### config.mk
export PLATFORM = sky130hd
export DESIGN_NAME = write_through_buffer
export DESIGN_NICKNAME = d
export VERILOG_FILES = /design/src/rtl/write_through_buffer.sv
export SDC_FILE = /design/constraint.sdc
export NUM_CORES = 1
export LEC_CHECK = 0
export ABC_AREA = 1
export BUFFER_PORTS_ARGS = -buffer_cell sky130_fd_sc_hd__buf_2
export CORE_MARGIN = 5
export CORE_UTILIZATION = 38
export CTS_BUF_LIST = sky130_fd_sc_hd__clkbuf_8
export CTS_CLUSTER_DIAMETER = 30
export CTS_CLUSTER_SIZE = 14
export DETAILED_ROUTE_END_ITERATION = 10
export GPL_TIMING_DRIVEN = 0
export HOLD_SLACK_MARGIN = 0.12
export PLACE_DENSITY_LB_ADDON = 0.2
export SLEW_MARGIN = 20
export SYNTH_ARGS = -nofsm -noshare
export SYNTH_HDL_FRONTEND = slang
export SYNTH_SLANG_ARGS = --single-unit
### constraint.sdc
create_clock -name ap_clk -period 8.6 [get_ports ap_clk]
set_input_delay 0.43 -clock ap_clk [delete_from_list [all_inputs] [get_ports ap_clk]]
set_output_delay 0.43 -clock ap_clk [all_outputs]
set_load 0.05 [all_outputs]
### src/rtl/write_through_buffer.sv
// write_through_buffer: write-through store buffer in front of an AXI write
// channel. Frontend stores are queued in a small circular FIFO and replayed
// one at a time; the head entry is held stable for the whole channel
// transaction and retired on the channel's completion pulse.
//
// Optional feature: define WRITE_BUFFER_COALESCE_EN to merge a store into the
// tail entry when the word address matches and the tail is not the head.
module write_through_buffer #(
    parameter int FE_ADDR_W = 32,
    parameter int FE_DATA_W = 32,
    parameter int FE_NBYTES = FE_DATA_W / 8,
    parameter int FE_BYTE_W = $clog2(FE_NBYTES),
    parameter int DEPTH_W   = 2
) (
    input  logic                           ap_clk,
    input  logic                           reset,
    input  logic                           wr_valid,
    input  logic [FE_ADDR_W-FE_BYTE_W-1:0] wr_addr,
    input  logic [FE_DATA_W-1:0]           wr_wdata,
    input  logic [FE_NBYTES-1:0]           wr_wstrb,
    output logic                           wr_ready,
    output logic                           valid,
    output logic [FE_ADDR_W-FE_BYTE_W-1:0] addr,
    output logic [FE_DATA_W-1:0]           wdata,
    output logic [FE_NBYTES-1:0]           wstrb,
    input  logic                           ready,
    output logic                           empty,
    output logic                           full
);

    localparam int WA_W  = FE_ADDR_W - FE_BYTE_W;
    localparam int DEPTH = 1 << DEPTH_W;

    localparam logic [DEPTH_W:0]   CNT_MAX = (DEPTH_W + 1)'(DEPTH);
    localparam logic [DEPTH_W:0]   CNT_TWO = (DEPTH_W + 1)'(2);
    localparam logic [DEPTH_W:0]   CNT_ONE = (DEPTH_W + 1)'(1);
    localparam logic [DEPTH_W-1:0] PTR_ONE = DEPTH_W'(1);

    typedef enum logic [1:0] {
        ST_IDLE,     // no entries
        ST_PRESENT,  // head offered, channel not yet started
        ST_BUSY      // channel transaction in flight on the head
    } state_t;

    state_t             state;
    state_t             state_next;
    logic [DEPTH_W-1:0] rd_ptr;
    logic [DEPTH_W-1:0] wr_ptr;
    logic [DEPTH_W:0]   count;

    logic [WA_W-1:0]      mem_addr [DEPTH];
    logic [FE_DATA_W-1:0] mem_data [DEPTH];
    logic [FE_NBYTES-1:0] mem_strb [DEPTH];

    logic wr_fire;  // frontend store taken this cycle
    logic alloc;    // store occupies a new slot
    logic pop;      // head retired this cycle
    logic more;     // entries remain after a completion

    assign full    = (count == CNT_MAX);
    assign empty   = (state == ST_IDLE);
    assign wr_fire = wr_valid & wr_ready;
    assign pop     = (state == ST_BUSY) & ready;

    // Head slot drives the channel directly; stable while the pointer holds.
    assign addr  = mem_addr[rd_ptr];
    assign wdata = mem_data[rd_ptr];
    assign wstrb = mem_strb[rd_ptr];

`ifdef WRITE_BUFFER_COALESCE_EN
    logic [DEPTH_W-1:0] tail_ptr;
    logic               tail_match;
    logic               merge;

    // The tail is only mergeable when it is distinct from the head (count>=2).
    assign tail_ptr   = wr_ptr - PTR_ONE;
    assign tail_match = (count >= CNT_TWO) && (mem_addr[tail_ptr] == wr_addr);
    assign wr_ready   = ~full | tail_match;
    assign merge      = wr_fire & tail_match;
    assign alloc      = wr_fire & ~tail_match;
`else
    assign wr_ready = ~full;
    assign alloc    = wr_fire;
`endif

    // Next-state and valid: a completion in BUSY restarts directly if work remains.
    always_comb begin
        // NOTE: every output of this block gets a default first so no path leaves it unassigned (no latch).
        state_next = state;
        valid      = 1'b0;
        more       = (count >= CNT_TWO) | wr_fire;
        case (state)
            ST_IDLE: begin
                if (wr_fire) state_next = ST_PRESENT;
            end
            ST_PRESENT: begin
                valid = 1'b1;
                if (ready) state_next = ST_BUSY;
            end
            ST_BUSY: begin
                if (ready) begin
                    valid = more;
                    if (!more) state_next = ST_IDLE;
                end else begin
                    valid = 1'b1;
                end
            end
            default: state_next = ST_IDLE;
        endcase
    end

    // Control state: FSM, pointers and occupancy count.
    always_ff @(posedge ap_clk) begin
        // NOTE: registers take non-blocking assignments so every flop samples pre-edge values.
        if (reset) begin
            state  <= ST_IDLE;
            rd_ptr <= '0;
            wr_ptr <= '0;
            count  <= '0;
        end else begin
            state <= state_next;
            if (alloc) wr_ptr <= wr_ptr + PTR_ONE;
            if (pop)   rd_ptr <= rd_ptr + PTR_ONE;
            case ({alloc, pop})
                2'b10:   count <= count + CNT_ONE;
                2'b01:   count <= count - CNT_ONE;
                default: count <= count;
            endcase
        end
    end

    // Entry storage: allocate at the write pointer, or merge into the tail.
    always_ff @(posedge ap_clk) begin
        // NOTE: storage is deliberately not reset; the pointers and count decide which slots are live.
        if (alloc) begin
            mem_addr[wr_ptr] <= wr_addr;
            mem_data[wr_ptr] <= wr_wdata;
            mem_strb[wr_ptr] <= wr_wstrb;
        end
`ifdef WRITE_BUFFER_COALESCE_EN
        if (merge) begin
            for (int b = 0; b < FE_NBYTES; b++) begin
                if (wr_wstrb[b]) mem_data[tail_ptr][b*8 +: 8] <= wr_wdata[b*8 +: 8];
            end
            mem_strb[tail_ptr] <= mem_strb[tail_ptr] | wr_wstrb;
        end
`endif
    end

endmodule

==> flow_summary.toml, run 1 <==
[status]
status = "complete, no violations"

[critical_path]
worst-path-buf-inv = 3
arrival_ns = 2.60
required_ns = 8.17
crit_chain = "buf_6 > clkbuf_1 > nor2_1 > o22ai_2 > buf_2"
path_class = "reg2out"
slowest_stage = "dfxtp_1"
cp_max_fo = 10
critPathCaptureType = "primary output"
reg2reg_from = "count[1]"
crit_family = "buffers and inverters"
max_stage_delay_ns = 0.65
crit_path_start_kind = "flip-flop"

[synth]
yosys_warnings = 0
syn_area_sq_mm = 0.0110
syn_inst = 721
synth.net_count = 801
synth_top_family_by_area = "compound AO/OA/AOI/OAI gates"
synth_fa_ha_area_share_pct = 1.21
synthSimpleGateAreaFrac_pct = 8.26
synth-xor-area-share_pct = 0.0796
muxShareOfSynthArea_pct = 0
yosysSeqAreaShare_pct = 74.1
synth_cell_type_count = 26
synth_compound_area_share_pct = 13.0
ys_seq_elements = 275
avgSynthCellArea_sq_um = 15.3

[job]
drv_cap = 0

[placement]
hpwl_microns = 16000
port_buffers = 139
dpl-instance-area_sq_mm = 0.0126
gp_congestion = 0.728

[clock_network]
cts_max_path_buffers = 3
htree_levels = 2
clock_latency_ns = 0.57
tritoncts = "built"
cts_resized = 0
clk_pin_slew_worst_paths_ns = 0.06
cts_sinks = 275
cts_root_buf = "clkbuf_8"
cts-buffers-inserted = 58

[route]
vias_per_cell = 4.71
drc = 0
postRouteWirelength_microns = 25500
dr_total_vias = 6753
wl_per_cell_microns = 17.8
first_pass_iters = 5
drtAntennaViolNets = 0
initialDrtViolationCount = 350

[cells_and_area]
syn_to_final_growth_pct = 32.0
nets = 1081
fin_util_pct = 50.7
final_common_cell = "edfxtp_1"
layout_common_cells = "edfxtp_1, buf_2, o21ai_0"
drive_gt1_share_pct = 35.2
fin_area_sq_mm = 0.0145

[timing]
fin_crit_sh_pct = 35.3
rsz0062_at_grt = "false"
final_max_slew_viol_count = 0
post-route-min-period_ns = 3.03
tns_ns = 0
slew-limit-headroom_pct = 58.7
worstMarginPinSlew_ns = 0.619
fmax_ghz = 0.330
hold_viol = 0
finalSetupViolations = 0
finClkSkew_ns = 0.0185

[grt]
antenna_found_initial = 1
grt_max_degree = 21
grt_overflow = 0
grt_pass1_wl_microns = 40000
grt_pass1_vias = 7179
grt.total_usage_pct = 15.6

[power_and_ir_drop]
power.density_mw_per_mm2 = 276
irDropWorstVdd_mv = 0.164
p_leak_nw = 5.18
finalPower_mw = 4.01

[floorplan]
num_rows = 62
die-area_sq_mm = 0.0325
core_sq_mm = 0.0286
die_w_microns = 180
io_pins = 140
start_util_pct = 38.4
chipHeight_microns = 180

[min_path]
hp-start = "ready"
hold_path_class = "in2reg"
logic make-up (layout without fill, tap and decap cells):
family,count (synthesis),in the layout
flops,275,275
compound gates,215,215
simple gates,156,156
buf+inv,64,393
fa+ha+maj,10,10
xor+xnor,1,1
other cells,0,1
cells in the mapped netlist:
| library cell | instances | area share, % |
|---|---|---|
| a21oi_1 | 8 | 0.36 |
| nand2_2 | 1 | 0.057 |
| nor2_1 | 98 | 3.3 |
| buf_4 | 1 | 0.068 |
| o21ai_2 | 4 | 0.32 |
| o21ai_0 | 126 | 5.7 |
| edfxtp_1 | 264 | 72 |
| buf_6 | 5 | 0.51 |
| o22ai_1 | 26 | 1.5 |
| buf_2 | 9 | 0.41 |
| xor2_1 | 1 | 0.080 |
| o22ai_2 | 40 | 4.5 |
| o21ai_1 | 10 | 0.45 |
| nand4_1 | 1 | 0.057 |
| fa_1 | 1 | 0.18 |
| nor2_4 | 40 | 4.1 |
| inv_1 | 19 | 0.65 |
| inv_6 | 1 | 0.080 |
| ha_1 | 9 | 1.0 |
| dfxtp_1 | 11 | 2.0 |
| a21boi_0 | 1 | 0.068 |
| buf_12 | 5 | 0.91 |
| clkbuf_1 | 22 | 0.75 |
| inv_2 | 2 | 0.068 |
| nand2_1 | 9 | 0.31 |
| nor2_2 | 7 | 0.40 |
layer usage:
metal | up-vias | track usage, % | part of all wire (%)
li1 | 3285 | - | -
met5 | - | 0 | 0
met3 | 36 | 4.20 | 5.7
met2 | 178 | 26.0 | 49
met1 | 3254 | 20.2 | 44
met4 | 0 | 4.51 | 1.6
final timing paths:
| check | slack (ns) | to | depth (start not counted) |
|---|---|---|---|
| setup / recovery | 5.57 | addr[26] | 5 |
| hold / removal | 0.24 | rd_ptr[0] | 4 |
| setup reg to reg | 6.56 | count[2] | 10 |
| hold reg to reg | 0.47 | count[0] | 1 |
flip-flops by register name, summed over array words and instances (netlist names), named ones only:
name / flops
mem_data: 128
count: 3
rd_ptr: 2
mem_strb: 16
mem_addr: 120
wr_ptr: 2
state: 2
report_power, final:
group	total [mW]	switching (mW)	internal [mW]	leakage, nW
clock network	1.46	0.591	0.867	0.660
registers	1.60	0.0301	1.57	2.51
logic	0.956	0.689	0.267	2.00
tightest hold or removal path: stages:
cell and delay, ns:
buf_2 0.09, nand2_1 0.04, inv_1 0.12, a21oi_1 0.08
layout make-up:
cell class,instances,area [sq um]
clock inverters,47,428
multi-input cells,382,2510
diodes,1,2.50
flip-flops and latches,275,8150
fillers,2494,14100
repair buffers,220,1720
clock buffers,62,853
well taps,384,480
plain buffers,42,292
inverters,22,87.6
what timing repair did:
action,in CTS,in global routing
hold endpoints to repair,266,0
hold buffers,67,0
buffers inserted,0,0
through the flow:
stage / setup WS, ns / cells / hold WS (ns)
6_report: 5.57 / 1435 / 0.241
2_1_floorplan: 4.33 / 721 / 0.444
4_1_cts: 5.51 / 1434 / 0.188
5_1_grt: 5.35 / 1435 / 0.221
3_3_place_gp: 2.07 / 1244 / 0.454
3_5_place_dp: 6.15 / 1258 / 0.466
Note: power is estimated with default switching activity, not from simulation.
==> inputs of run 2 (changes only) <==
- clock period: 8.6 -> 2.9 ns (I/O delays scaled with it)
==> flow_summary.toml, run 2 (synthesized netlist as in run 1, its figures left out) <==
[timing]
finClkSkew_ns = 0.0384
slew-limit-headroom_pct = 48.2
fmax_ghz = 0.378
finalSetupViolations = 0
tns_ns = 0
worstMarginPinSlew_ns = 0.774
final_max_slew_viol_count = 0
hold_viol = 0
post-route-min-period_ns = 2.65
rsz0062_at_grt = "false"
fin_crit_sh_pct = 91.2
layout_setup_ws_ns = 0.255

[min_path]
whs_path_depth = 2
hp-start = "wr_wdata[13]"
hold_path_class = "in2reg"
hold_end = "mem_data[1][13]"

[critical_path]
ff2ff_path_depth = 6
required_ns = 2.76
r2r_slack_ns = 0.69
crit_family = "buffers and inverters"
cp_max_fo = 10
crit_chain = "buf_6 > clkbuf_1 > nor2_1 > o22ai_2 > buf_2"
max_stage_delay_ns = 0.59
critPathCaptureType = "primary output"
reg2reg_from = "count[1]"
path_class = "reg2out"
reg2reg_to = "mem_addr[3][22]"
worst-path-buf-inv = 3
slowest_stage = "dfxtp_1"
crit_path_start_kind = "flip-flop"
arrival_ns = 2.50

[floorplan]
die_w_microns = 180
die-area_sq_mm = 0.0325
num_rows = 62
start_util_pct = 38.4
io_pins = 140
chipHeight_microns = 180
core_sq_mm = 0.0286

[route]
initialDrtViolationCount = 232
postRouteWirelength_microns = 26100
drtAntennaViolNets = 0
drc = 0
vias_per_cell = 4.77
first_pass_iters = 4
wl_per_cell_microns = 18.0
dr_total_vias = 6903

[cells_and_area]
largestRegisters = "mem_data: 128 flops, mem_addr: 120 flops, mem_strb: 16 flops"
fin_cells = 1448
final_common_cell = "edfxtp_1"
largest_register = "mem_data"
nets = 1090
largest_reg_flops = 128
drive_gt1_share_pct = 35.3
syn_to_final_growth_pct = 33.7
nFillCells = 2468
layout_common_cells = "edfxtp_1, buf_2, o21ai_0"
fin_area_sq_mm = 0.0147
fin_util_pct = 51.4

[clock_network]
cts_resized = 0
tritoncts = "built"
clock_latency_ns = 0.57
cts_sinks = 275
clk_pin_slew_worst_paths_ns = 0.06
htree_levels = 3
cts_max_path_buffers = 3
cts-buffers-inserted = 66
cts_root_buf = "clkbuf_8"

[grt]
grt_max_degree = 22
grt_pass1_vias = 7478
grt_pass1_wl_microns = 41200
grt.total_usage_pct = 16.1
antenna_found_initial = 1
grt_overflow = 0

[placement]
gp_congestion = 0.724
dpl-instance-area_sq_mm = 0.0125
hpwl_microns = 16000
dp.cells = 1256
port_buffers = 139
place_ws_ns = 0.649

[status]
status = "complete, no violations"

[job]
drv_cap = 0

[power_and_ir_drop]
irDropWorstVdd_mv = 0.649
power.density_mw_per_mm2 = 856
p_leak_nw = 5.29
==> run 2: how the worst max path moves through the flow <==
stage / to / cells past startpoint
6_report: addr[27] / 5
5_1_grt: wdata[23] / 5
4_1_cts: wdata[23] / 5
3_5_place_dp: mem_data[3][0] / 6
3_3_place_gp: mem_addr[3][13] / 4
2_1_floorplan: mem_addr[0][0] / 4
==> run 2: layout make-up <==
cell class | count | area (sq um) | area share [%]
Timing Repair Buffer | 221 | 1700 | 11.5
Sequential cell | 275 | 8150 | 55.4
Clock inverter | 53 | 563 | 3.83
Buffer | 42 | 292 | 1.98
Antenna cell | 1 | 2.50 | 0.0170
Tap cell | 384 | 480 | 3.27
Inverter | 22 | 87.6 | 0.595
Clock buffer | 68 | 936 | 6.36
Multi-Input combinational cell | 382 | 2510 | 17.0
==> run 2: worst reg2reg max path, stage by stage (launching register included) <==
cell,delay [ns]
dfxtp_1,0.37
nor2_1,0.06
nand2_1,0.10
nand2_2,0.22
nor2_4,0.67
buf_12,0.27
buf_16,0.20
==> run 2: through the flow <==
stage	power, mW	hold WS, ns
after global placement	7.54	0.362
after global routing	13.2	0.308
after floorplan	6.79	0.226
final	12.6	0.327
after detailed placement	7.62	0.364
after CTS	12.8	0.281
==> run 2: power breakdown <==
group	switching (mW)	total [mW]	internal [mW]
combinational	2.04	2.82	0.782
clock	1.89	5.03	3.14
sequential	0.0867	4.74	4.66
==> run 2: repair_timing <==
action / 4_1_cts / 5_1_grt
hold endpoints to repair: 275 / 0
hold buffers: 70 / 0
setup buffers: 0 / 0
==> run 2: metal layers <==
| metal | global-route usage (%) | vias up | share of wire [%] |
|---|---|---|---|
| met5 | 0 | - | 0 |
| li1 | - | 3308 | - |
| met1 | 20.4 | 3359 | 44 |
| met2 | 26.7 | 185 | 48 |
| met4 | 5.57 | 0 | 2.2 |
| met3 | 4.32 | 51 | 5.4 |
